==> src/rtl/set_assoc_cache_if.sv <==
// rtl/set_assoc_cache_if.sv - CPU load/store and data-memory handshake bundle for set_assoc_cache
interface set_assoc_cache_if #(
    parameter int ADDR_WIDTH = 32,
    parameter int DATA_WIDTH = 32
);
    logic                  cpu_req_i;
    logic                  cpu_we_i;
    logic [ADDR_WIDTH-1:0] cpu_addr_i;
    logic [DATA_WIDTH-1:0] cpu_wdata_i;
    logic                  cpu_ready_o;
    logic                  cpu_rvalid_o;
    logic [DATA_WIDTH-1:0] cpu_rdata_o;
    logic                  mem_req_o;
    logic                  mem_we_o;
    logic [ADDR_WIDTH-1:0] mem_addr_o;
    logic [DATA_WIDTH-1:0] mem_wdata_o;
    logic                  mem_ack_i;
    logic [DATA_WIDTH-1:0] mem_rdata_i;

    modport slave (
        input  cpu_req_i, cpu_we_i, cpu_addr_i, cpu_wdata_i, mem_ack_i, mem_rdata_i,
        output cpu_ready_o, cpu_rvalid_o, cpu_rdata_o, mem_req_o, mem_we_o, mem_addr_o, mem_wdata_o
    );

    modport master (
        output cpu_req_i, cpu_we_i, cpu_addr_i, cpu_wdata_i, mem_ack_i, mem_rdata_i,
        input  cpu_ready_o, cpu_rvalid_o, cpu_rdata_o, mem_req_o, mem_we_o, mem_addr_o, mem_wdata_o
    );
endinterface

==> src/rtl/set_assoc_cache.sv <==
// rtl/set_assoc_cache.sv - N-way write-through, no-write-allocate data cache with true-LRU; CACHE_STATS_EN adds hit/miss/write counters
module set_assoc_cache #(
    parameter int ADDR_WIDTH = 32,
    parameter int DATA_WIDTH = 32,
    parameter int WAYS       = 4,
    parameter int SETS       = 8
) (
    input  logic clk,
    input  logic rst,
    set_assoc_cache_if.slave bus
`ifdef CACHE_STATS_EN
    ,
    output logic [31:0] stat_hits_o,
    output logic [31:0] stat_misses_o,
    output logic [31:0] stat_writes_o
`endif
);
    localparam int IDX_W = $clog2(SETS);
    localparam int LRU_W = $clog2(WAYS);
    localparam int TAG_W = ADDR_WIDTH - IDX_W - 2;

    typedef enum logic [1:0] {IDLE, RD_MISS, WR_THRU} state_t;
    typedef logic [WAYS-1:0][LRU_W-1:0] age_row_t;

    state_t                state;
    logic [TAG_W-1:0]      tag_q   [SETS][WAYS];
    logic [DATA_WIDTH-1:0] data_q  [SETS][WAYS];
    logic [WAYS-1:0]       valid_q [SETS];
    age_row_t              age_q   [SETS];
    logic [IDX_W-1:0]      lat_idx;
    logic [TAG_W-1:0]      lat_tag;

    logic [IDX_W-1:0] idx;
    logic [TAG_W-1:0] tag;
    logic             hit;
    logic [LRU_W-1:0] hit_way;
    logic             vic_found;
    logic [LRU_W-1:0] vic_way;
    logic             accept;

    assign idx             = bus.cpu_addr_i[IDX_W+1:2];
    assign tag             = bus.cpu_addr_i[ADDR_WIDTH-1:IDX_W+2];
    assign bus.cpu_ready_o = (state == IDLE) && !rst;
    assign accept          = bus.cpu_req_i && (state == IDLE);

    // Most recent use gets age 0; everything younger than the touched way ages by one.
    function automatic age_row_t touch(input age_row_t row, input logic [LRU_W-1:0] h);
        age_row_t r;
        r = row;
        for (int w = 0; w < WAYS; w++)
            if (row[w] < row[h]) r[w] = row[w] + 1'b1;
        r[h] = '0;
        return r;
    endfunction

    always_comb begin
        hit     = 1'b0;
        hit_way = '0;
        for (int w = 0; w < WAYS; w++)
            if (valid_q[idx][w] && tag_q[idx][w] == tag) begin
                hit     = 1'b1;
                hit_way = LRU_W'(w);
            end
    end

    // Victim selection uses the latched miss index; descending scan leaves the lowest invalid way.
    always_comb begin
        vic_found = 1'b0;
        vic_way   = '0;
        for (int w = WAYS - 1; w >= 0; w--)
            if (!valid_q[lat_idx][w]) begin
                vic_found = 1'b1;
                vic_way   = LRU_W'(w);
            end
        if (!vic_found)
            for (int w = 0; w < WAYS; w++)
                if (age_q[lat_idx][w] == LRU_W'(WAYS - 1)) vic_way = LRU_W'(w);
    end

    always_ff @(posedge clk) begin
        if (rst) begin
            state            <= IDLE;
            lat_idx          <= '0;
            lat_tag          <= '0;
            bus.cpu_rvalid_o <= 1'b0;
            bus.cpu_rdata_o  <= '0;
            bus.mem_req_o    <= 1'b0;
            bus.mem_we_o     <= 1'b0;
            bus.mem_addr_o   <= '0;
            bus.mem_wdata_o  <= '0;
            for (int s = 0; s < SETS; s++) begin
                valid_q[s] <= '0;
                for (int w = 0; w < WAYS; w++) age_q[s][w] <= LRU_W'(w);
            end
        end else begin
            bus.cpu_rvalid_o <= 1'b0;
            case (state)
                IDLE: if (accept) begin
                    bus.mem_addr_o <= {bus.cpu_addr_i[ADDR_WIDTH-1:2], 2'b00};
                    if (!bus.cpu_we_i) begin
                        if (hit) begin
                            bus.cpu_rdata_o  <= data_q[idx][hit_way];
                            bus.cpu_rvalid_o <= 1'b1;
                            age_q[idx]       <= touch(age_q[idx], hit_way);
                        end else begin
                            lat_idx       <= idx;
                            lat_tag       <= tag;
                            bus.mem_req_o <= 1'b1;
                            bus.mem_we_o  <= 1'b0;
                            state         <= RD_MISS;
                        end
                    end else begin
                        if (hit) begin
                            data_q[idx][hit_way] <= bus.cpu_wdata_i;
                            age_q[idx]           <= touch(age_q[idx], hit_way);
                        end
                        bus.mem_req_o   <= 1'b1;
                        bus.mem_we_o    <= 1'b1;
                        bus.mem_wdata_o <= bus.cpu_wdata_i;
                        state           <= WR_THRU;
                    end
                end
                RD_MISS: if (bus.mem_ack_i) begin
                    tag_q[lat_idx][vic_way]   <= lat_tag;
                    data_q[lat_idx][vic_way]  <= bus.mem_rdata_i;
                    valid_q[lat_idx][vic_way] <= 1'b1;
                    age_q[lat_idx]            <= touch(age_q[lat_idx], vic_way);
                    bus.cpu_rdata_o           <= bus.mem_rdata_i;
                    bus.cpu_rvalid_o          <= 1'b1;
                    bus.mem_req_o             <= 1'b0;
                    state                     <= IDLE;
                end
                WR_THRU: if (bus.mem_ack_i) begin
                    bus.mem_req_o <= 1'b0;
                    bus.mem_we_o  <= 1'b0;
                    state         <= IDLE;
                end
                default: state <= IDLE;
            endcase
        end
    end

`ifdef CACHE_STATS_EN
    logic [31:0] hit_cnt, miss_cnt, write_cnt;

    always_ff @(posedge clk) begin
        if (rst) begin
            hit_cnt   <= '0;
            miss_cnt  <= '0;
            write_cnt <= '0;
        end else if (accept) begin
            if (bus.cpu_we_i) begin
                if (write_cnt != '1) write_cnt <= write_cnt + 32'd1;
            end else if (hit) begin
                if (hit_cnt != '1) hit_cnt <= hit_cnt + 32'd1;
            end else begin
                if (miss_cnt != '1) miss_cnt <= miss_cnt + 32'd1;
            end
        end
    end

    assign stat_hits_o   = hit_cnt;
    assign stat_misses_o = miss_cnt;
    assign stat_writes_o = write_cnt;
`endif
endmodule

==> src/flat_wrapper.sv <==
// flat-port wrapper written by rule: the top's interface ports become plain ports
module set_assoc_cache_flat 
#(
    parameter int ADDR_WIDTH = 32,
    parameter int DATA_WIDTH = 32,
    parameter int WAYS       = 4,
    parameter int SETS       = 8
)
  (clk, rst, bus_cpu_req_i, bus_cpu_we_i, bus_cpu_addr_i, bus_cpu_wdata_i, bus_mem_ack_i, bus_mem_rdata_i, bus_cpu_ready_o, bus_cpu_rvalid_o, bus_cpu_rdata_o, bus_mem_req_o, bus_mem_we_o, bus_mem_addr_o, bus_mem_wdata_o);
  set_assoc_cache_if #(.ADDR_WIDTH(ADDR_WIDTH), .DATA_WIDTH(DATA_WIDTH)) bus_i ();
  input  logic clk;
  input  logic rst;
  input wire logic [$bits(bus_i.cpu_req_i)-1:0] bus_cpu_req_i;
  input wire logic [$bits(bus_i.cpu_we_i)-1:0] bus_cpu_we_i;
  input wire logic [$bits(bus_i.cpu_addr_i)-1:0] bus_cpu_addr_i;
  input wire logic [$bits(bus_i.cpu_wdata_i)-1:0] bus_cpu_wdata_i;
  input wire logic [$bits(bus_i.mem_ack_i)-1:0] bus_mem_ack_i;
  input wire logic [$bits(bus_i.mem_rdata_i)-1:0] bus_mem_rdata_i;
  output wire logic [$bits(bus_i.cpu_ready_o)-1:0] bus_cpu_ready_o;
  output wire logic [$bits(bus_i.cpu_rvalid_o)-1:0] bus_cpu_rvalid_o;
  output wire logic [$bits(bus_i.cpu_rdata_o)-1:0] bus_cpu_rdata_o;
  output wire logic [$bits(bus_i.mem_req_o)-1:0] bus_mem_req_o;
  output wire logic [$bits(bus_i.mem_we_o)-1:0] bus_mem_we_o;
  output wire logic [$bits(bus_i.mem_addr_o)-1:0] bus_mem_addr_o;
  output wire logic [$bits(bus_i.mem_wdata_o)-1:0] bus_mem_wdata_o;
  assign bus_i.cpu_req_i = bus_cpu_req_i;
  assign bus_i.cpu_we_i = bus_cpu_we_i;
  assign bus_i.cpu_addr_i = bus_cpu_addr_i;
  assign bus_i.cpu_wdata_i = bus_cpu_wdata_i;
  assign bus_i.mem_ack_i = bus_mem_ack_i;
  assign bus_i.mem_rdata_i = bus_mem_rdata_i;
  assign bus_cpu_ready_o = bus_i.cpu_ready_o;
  assign bus_cpu_rvalid_o = bus_i.cpu_rvalid_o;
  assign bus_cpu_rdata_o = bus_i.cpu_rdata_o;
  assign bus_mem_req_o = bus_i.mem_req_o;
  assign bus_mem_we_o = bus_i.mem_we_o;
  assign bus_mem_addr_o = bus_i.mem_addr_o;
  assign bus_mem_wdata_o = bus_i.mem_wdata_o;
  set_assoc_cache #(.ADDR_WIDTH(ADDR_WIDTH), .DATA_WIDTH(DATA_WIDTH), .WAYS(WAYS), .SETS(SETS)) u_core (.clk(clk), .rst(rst), .bus(bus_i));
endmodule
==> config.mk <==
export PLATFORM = sky130hd
export DESIGN_NAME = set_assoc_cache_flat
export DESIGN_NICKNAME = d
export VERILOG_FILES = /design/src/rtl/set_assoc_cache_if.sv /design/src/rtl/set_assoc_cache.sv /design/src/flat_wrapper.sv
export SDC_FILE = /design/constraint.sdc
export NUM_CORES = 2
export LEC_CHECK = 0
export BUFFER_PORTS_ARGS = -buffer_cell sky130_fd_sc_hd__clkbuf_2
export CAP_MARGIN = 20
export CORE_ASPECT_RATIO = 1.1
export CORE_MARGIN = 1.5
export CORE_UTILIZATION = 50
export CTS_CLUSTER_SIZE = 14
export DETAILED_ROUTE_END_ITERATION = 12
export PLACE_DENSITY = 0.74
export SETUP_SLACK_MARGIN = 0.1
export SKIP_LAST_GASP = 1
export SLEW_MARGIN = 20
export SYNTH_ARGS = -nofsm -noshare
export SYNTH_HDL_FRONTEND = slang
export SYNTH_SLANG_ARGS = --single-unit
==> constraint.sdc <==
create_clock -name clk -period 6.8 [get_ports clk]
set_input_delay 1.36 -clock clk [delete_from_list [all_inputs] [get_ports clk]]
set_output_delay 1.36 -clock clk [all_outputs]
set_load 0.02 [all_outputs]
======== Word-level counts from Yosys, hierarchy flattened ========
Memories as Yosys holds them, arrays and structs flattened. A register that Yosys moved wholly into a read port is not among the register bits.
Cells that the tools add are included.
storage, ports and cells
  flip-flop bits (word level) ............. 129
  bits in writable memories ............... 1984
  input bits .............................. 101
  output and inout port bits .............. 100
  logic and storage cells ................. 244
  memories kept ........................... 4
memories
  memory          words  bits a word  read ports  clocked after Yosys merged registers in  write ports  line                   RTL
  u_core.data_q   8      128          1           0                                        1            set_assoc_cache.sv:27  logic [DATA_WIDTH-1:0] data_q [SETS][WAYS];
  u_core.tag_q    8      108          1           0                                        1            set_assoc_cache.sv:26  logic [TAG_W-1:0] tag_q [SETS][WAYS];
  u_core.age_q    8      8            2           1                                        8            set_assoc_cache.sv:29  age_row_t age_q [SETS];
  u_core.valid_q  8      4            2           1                                        8            set_assoc_cache.sv:28  logic [WAYS-1:0] valid_q [SETS];
cells by class
  add/subtract/negate cells ............... 8
  order comparisons ....................... 16
  equal/unequal tests ..................... 17
  muxes and demuxes ....................... 153
  bitwise logic cells ..................... 10
  reductions and logical operators ........ 27
operator list
  operator             number
  $mux 128             4
  $mux 32              8
  $mux 2               75
  $demux 32 s2         2
  $reduce_or 128->1    1
  $eq 27x27->1         4
  $mux 108             1
  $bmux 32 s2          1
  $pmux 32 s2          1
  $demux 27 s2         1
  $mux 1               36
  $mux 27              1
  $and 8x8->8          3
  $mux 3               8
  $mux 8               3
  $add 2x1->2 const B  8
  $lt 2x2->1           8
  $not 8->8            2
  $reduce_or 8->1      2
  $mux 4               3
  $reduce_and 4->1     3
  $eq 2x2->1 const B   5
  $logic_and 1x1->1    10
  $bmux 2 s2           2
  other kinds (23)     39

======== Depth between registers and ports, before layout ========
An unclocked memory read counts as a cell.
  depth in word-level cells ............... 19
  depth in mapped cells ................... 21
  depth with buffers taken out ............ 15

======== Worst setup path after synthesis ========
Ideal clock, no wire load.
  kind .................................... input port to flip-flop
  from .................................... input bus_cpu_addr_i[2]
  to ...................................... memory u_core.data_q[4][64] (netlist name) (enable)
  library setup time ...................... 0.421 ns
  arrival time ............................ 5.712 ns
  data required time ...................... 6.379 ns
  setup slack ............................. 0.667 ns
  cell stages on the path ................. 12
  buffers on the path ..................... 4
  path through ............................ buf_2 > buf_4 > buf_4 > buf_2 > mux4_2 > a211oi_1 > nand4_1 > nor4_4 > nor4_1 > or3_1 > o31a_1 > nor2_1
between the ends
  longest elaborated chain between the ends .. 14
  elaborated cells between the ends (all ways) .. 31
  those cells by class .................... 2 x order compare; 4 x eq/ne; 17 x mux; 1 x bitwise; 5 x reduce/logical; 2 x memory
ends and longest elaborated chain
  element                                                                 line                   RTL
  start: declaration                                                      flat_wrapper.sv:15     input wire logic [$bits(bus_i.cpu_addr_i)-1:0] bus_cpu_addr_i;
  parallel branches: the longest is 14 deep, another holds $mem_v2 8x108  --
  end: declaration                                                        set_assoc_cache.sv:27
Several ways; the timed one is not identified.

==> results.sh <==
export IMPL_dp_hpwl_um=129000
export IMPL_dp_cells=7005
export IMPL_endpoint="u_core.age_q[3][7]"
export IMPL_clock_path_buffers=3
export IMPL_clk_latency_ns=0.85
export IMPL_start_util=0.503
export IMPL_cts_resized=0
export IMPL_ys_ff_latch=2116
export IMPL_syn_to_final_growth_pct=14.3
export IMPL_worst_pin_slew_ns=1.17
export IMPL_cts_tree="yes"
export IMPL_grt_pass1_vias=46300
export IMPL_final_common_cell="edfxtp_1"
export IMPL_place_ws_ns=0.376
export IMPL_worst_setup_path_type="input port to register"
export IMPL_syn_area_per_cell_um2=18.3
export IMPL_hp_class="register to register"
export IMPL_leakagePower_nw=31.7
export IMPL_grt_pass1_wl_um=309000
export IMPL_vdd_drop_max_mv=0.329
export IMPL_cts_inserted_buffers=200
export IMPL_final_nets=5088
export IMPL_die_w_um=395
export IMPL_antenna_left=0
export IMPL_layout_drive_gt1_share=0.256
export IMPL_synth_cell_types=70
export IMPL_vias=46000
export IMPL_crit_fanout=66
export IMPL_globalRouteTotalUtil=0.247
export IMPL_first_iter_violations=4711
export IMPL_maxCapViolations=0
export IMPL_wl_um=213000
export IMPL_crit_arrival_ns=6.29
export IMPL_htreeDepth=4
export IMPL_period_share=0.844
export IMPL_vias_per_cell=6.23
export IMPL_cts_setup_buffers=0
export IMPL_worstSetupEndpointType="register"
export IMPL_clkSlewWorstSetupHoldPaths_ns=0.06
export IMPL_fin_util=0.575
export IMPL_crit_required_ns=7.35
export IMPL_crit_path_start="bus_cpu_addr_i[4]"
export IMPL_r2r_cells=11
export IMPL_dr_pass1_iters=5
export IMPL_rows=158
export IMPL_max_slew_margin=0.219
export IMPL_async_flop_share=0
export IMPL_synth_warnings=0
export IMPL_clock_sinks=2116
export IMPL_r2r_end="u_core.data_q[0][82]"
export IMPL_gp_congestion=0.929
export IMPL_synthCells=4631
export IMPL_synth_edf_count=1952
export IMPL_root_buffer="clkbuf_16"
export IMPL_run_status="completed"
export IMPL_grt_max_degree=123
export IMPL_dieArea_mm2=0.172
export IMPL_wire_per_inst_um=28.8
export IMPL_rrSetupSlack_ns=1.40
export IMPL_power_density_mw_per_mm2=279
export IMPL_antenna_found_initial=3
export IMPL_critPathLaunchType="input port"
export IMPL_finalNonFillerCells=7393
export IMPL_final_setup_tns_ns=0
export IMPL_fill_cells=12300
export IMPL_syn_cell_area_mm2=0.0847
export IMPL_die_h_um=435
export IMPL_finalHoldViolCount=0
export IMPL_fin_crit_ns=5.74
export IMPL_ys_flop_type="edfxtp_1"
export IMPL_clock_skew_ns=0.0657
export IMPL_grt_overflow=0
export IMPL_final_cell_mix="edfxtp_1 (1952), mux4_2 (419), mux2i_1 (332)"
export IMPL_rsz0062_at_grt="false"
export IMPL_drc=0
export IMPL_io_buffers=196
export IMPL_io_pins=201
export IMPL_hold_buffers=0
export IMPL_drv_slew=0
export IMPL_fmax_ghz=0.174
export IMPL_core_mm2=0.168
export IMPL_setup_ws_ns=1.06
export IMPL_setup_viol=0
export IMPL_ys_seq_area_frac=0.731
==> final cells by class <==
class | instances | area (µm²) | area share
repair buffers | 417 | 3310 | 0.0342
well taps | 2240 | 2800 | 0.0290
multi-input cells | 2189 | 21900 | 0.226
clock buffers | 261 | 5430 | 0.0561
diodes | 5 | 12.5 | 0.000129
flip-flops and latches | 2116 | 61900 | 0.640
clock inverters | 117 | 1210 | 0.0125
inverters | 48 | 180 | 0.00186
==> cell families after synthesis <==
group / after synthesis / share of synthesized area
XOR/XNOR: 61 / 0.00631
multiplexers: 800 / 0.157
adder cells (fa/ha/maj): 15 / 0.00222
AND/OR/NAND/NOR: 782 / 0.0447
flip-flops: 2116 / 0.731
other: 1 / 0.0000443
buffers and inverters: 327 / 0.0171
AO/OA/AOI/OAI: 529 / 0.0416
==> metal layers <==
layer / part of all wire / wire length, µm / global-route usage / up-vias
li1: - / - / - / 19200
met1: 0.37 / 77700 / 0.318 / 23800
met2: 0.50 / 107000 / 0.418 / 2542
met3: 0.092 / 19600 / 0.0427 / 445
met4: 0.041 / 8780 / 0.100 / 2
met5: 0.000056 / 12 / 0 / -
==> metrics by stage <==
stage	power (mW)	hold WS, ns	area, µm²
after global routing	27.7	0.474	96800
final	27.0	0.456	96800
after floorplan	15.6	0.459	84700
after CTS	27.1	0.457	96700
after detailed placement	16.2	0.449	90000
after global placement	16.2	0.445	90000
==> worst min path at each step <==
stage | startpoint | endpoint | slack, ns | cells past startpoint
2_1_floorplan | u_core.valid_q[2][0] | u_core.valid_q[2][0] | 0.46 | 2
3_3_place_gp | u_core.bus.mem_addr_o[14] | u_core.bus.mem_addr_o[14] | 0.45 | 2
3_5_place_dp | u_core.bus.mem_addr_o[18] | u_core.bus.mem_addr_o[18] | 0.45 | 2
4_1_cts | u_core.bus.mem_addr_o[18] | u_core.bus.mem_addr_o[18] | 0.46 | 2
5_1_grt | u_core.bus.mem_wdata_o[29] | u_core.bus.mem_wdata_o[29] | 0.47 | 2
6_report | u_core.bus.mem_wdata_o[28] | u_core.bus.mem_wdata_o[28] | 0.46 | 2
==> synthesized netlist by cell type, types with 20 or more instances <==
cell type | n | area share
mux2i_1 | 332 | 0.039
a32o_1 | 32 | 0.0038
a211oi_1 | 34 | 0.0030
buf_1 | 28 | 0.0012
mux2_2 | 48 | 0.0064
buf_4 | 27 | 0.0024
a21oi_1 | 149 | 0.0088
edfxtp_1 | 1952 | 0.69
nor2b_1 | 61 | 0.0045
nor3_1 | 30 | 0.0018
clkbuf_1 | 131 | 0.0058
a22oi_1 | 71 | 0.0063
dfxtp_1 | 164 | 0.039
o211ai_1 | 20 | 0.0018
nand2b_1 | 55 | 0.0041
nor2_1 | 153 | 0.0068
mux4_2 | 419 | 0.11
nor4_1 | 20 | 0.0015
nand2_1 | 316 | 0.014
o22ai_1 | 60 | 0.0044
o21ai_0 | 50 | 0.0030
inv_1 | 47 | 0.0021
nand3_1 | 22 | 0.0013
buf_2 | 92 | 0.0054
xnor2_1 | 45 | 0.0047
==> registers in the layout, indices dropped and copies added (netlist names), named ones only <==
name and cells:
u_core.tag_q 864, u_core.lat_tag 27, u_core.lat_idx 3, u_core.bus.mem_req_o 1, u_core.bus.mem_addr_o 30, u_core.bus.cpu_rvalid_o 1, u_core.data_q 1024, u_core.valid_q 32
u_core.bus.cpu_rdata_o 32, u_core.bus.mem_we_o 1, u_core.state 2, u_core.age_q 64, u_core.bus.mem_wdata_o 32
==> power by group <==
part	total (mW)	switching, mW	leakage (nW)	internal, mW
Combinational	1.56	0.985	9.43	0.572
Sequential	14.4	0.110	19.0	14.3
Clock	11.1	4.87	3.23	6.22
==> critical path, stage by stage <==
cell and delay, ns:
buf_8 0.44, buf_12 0.35, mux2_2 0.39, o22ai_1 0.23, nor3_1 0.09, a211oi_1 0.27, nand4_1 0.37, nor4_4 0.61
buf_4 0.29, nand2_1 0.08, o21ai_0 0.07, mux2i_1 0.12, buf_4 0.18, ha_1 0.28, nor3_1 0.34, xnor2_1 0.17
nor3_1 0.06, a31oi_1 0.26, buf_4 0.21, nand2_1 0.06
Power figures use the tool's default switching activity.
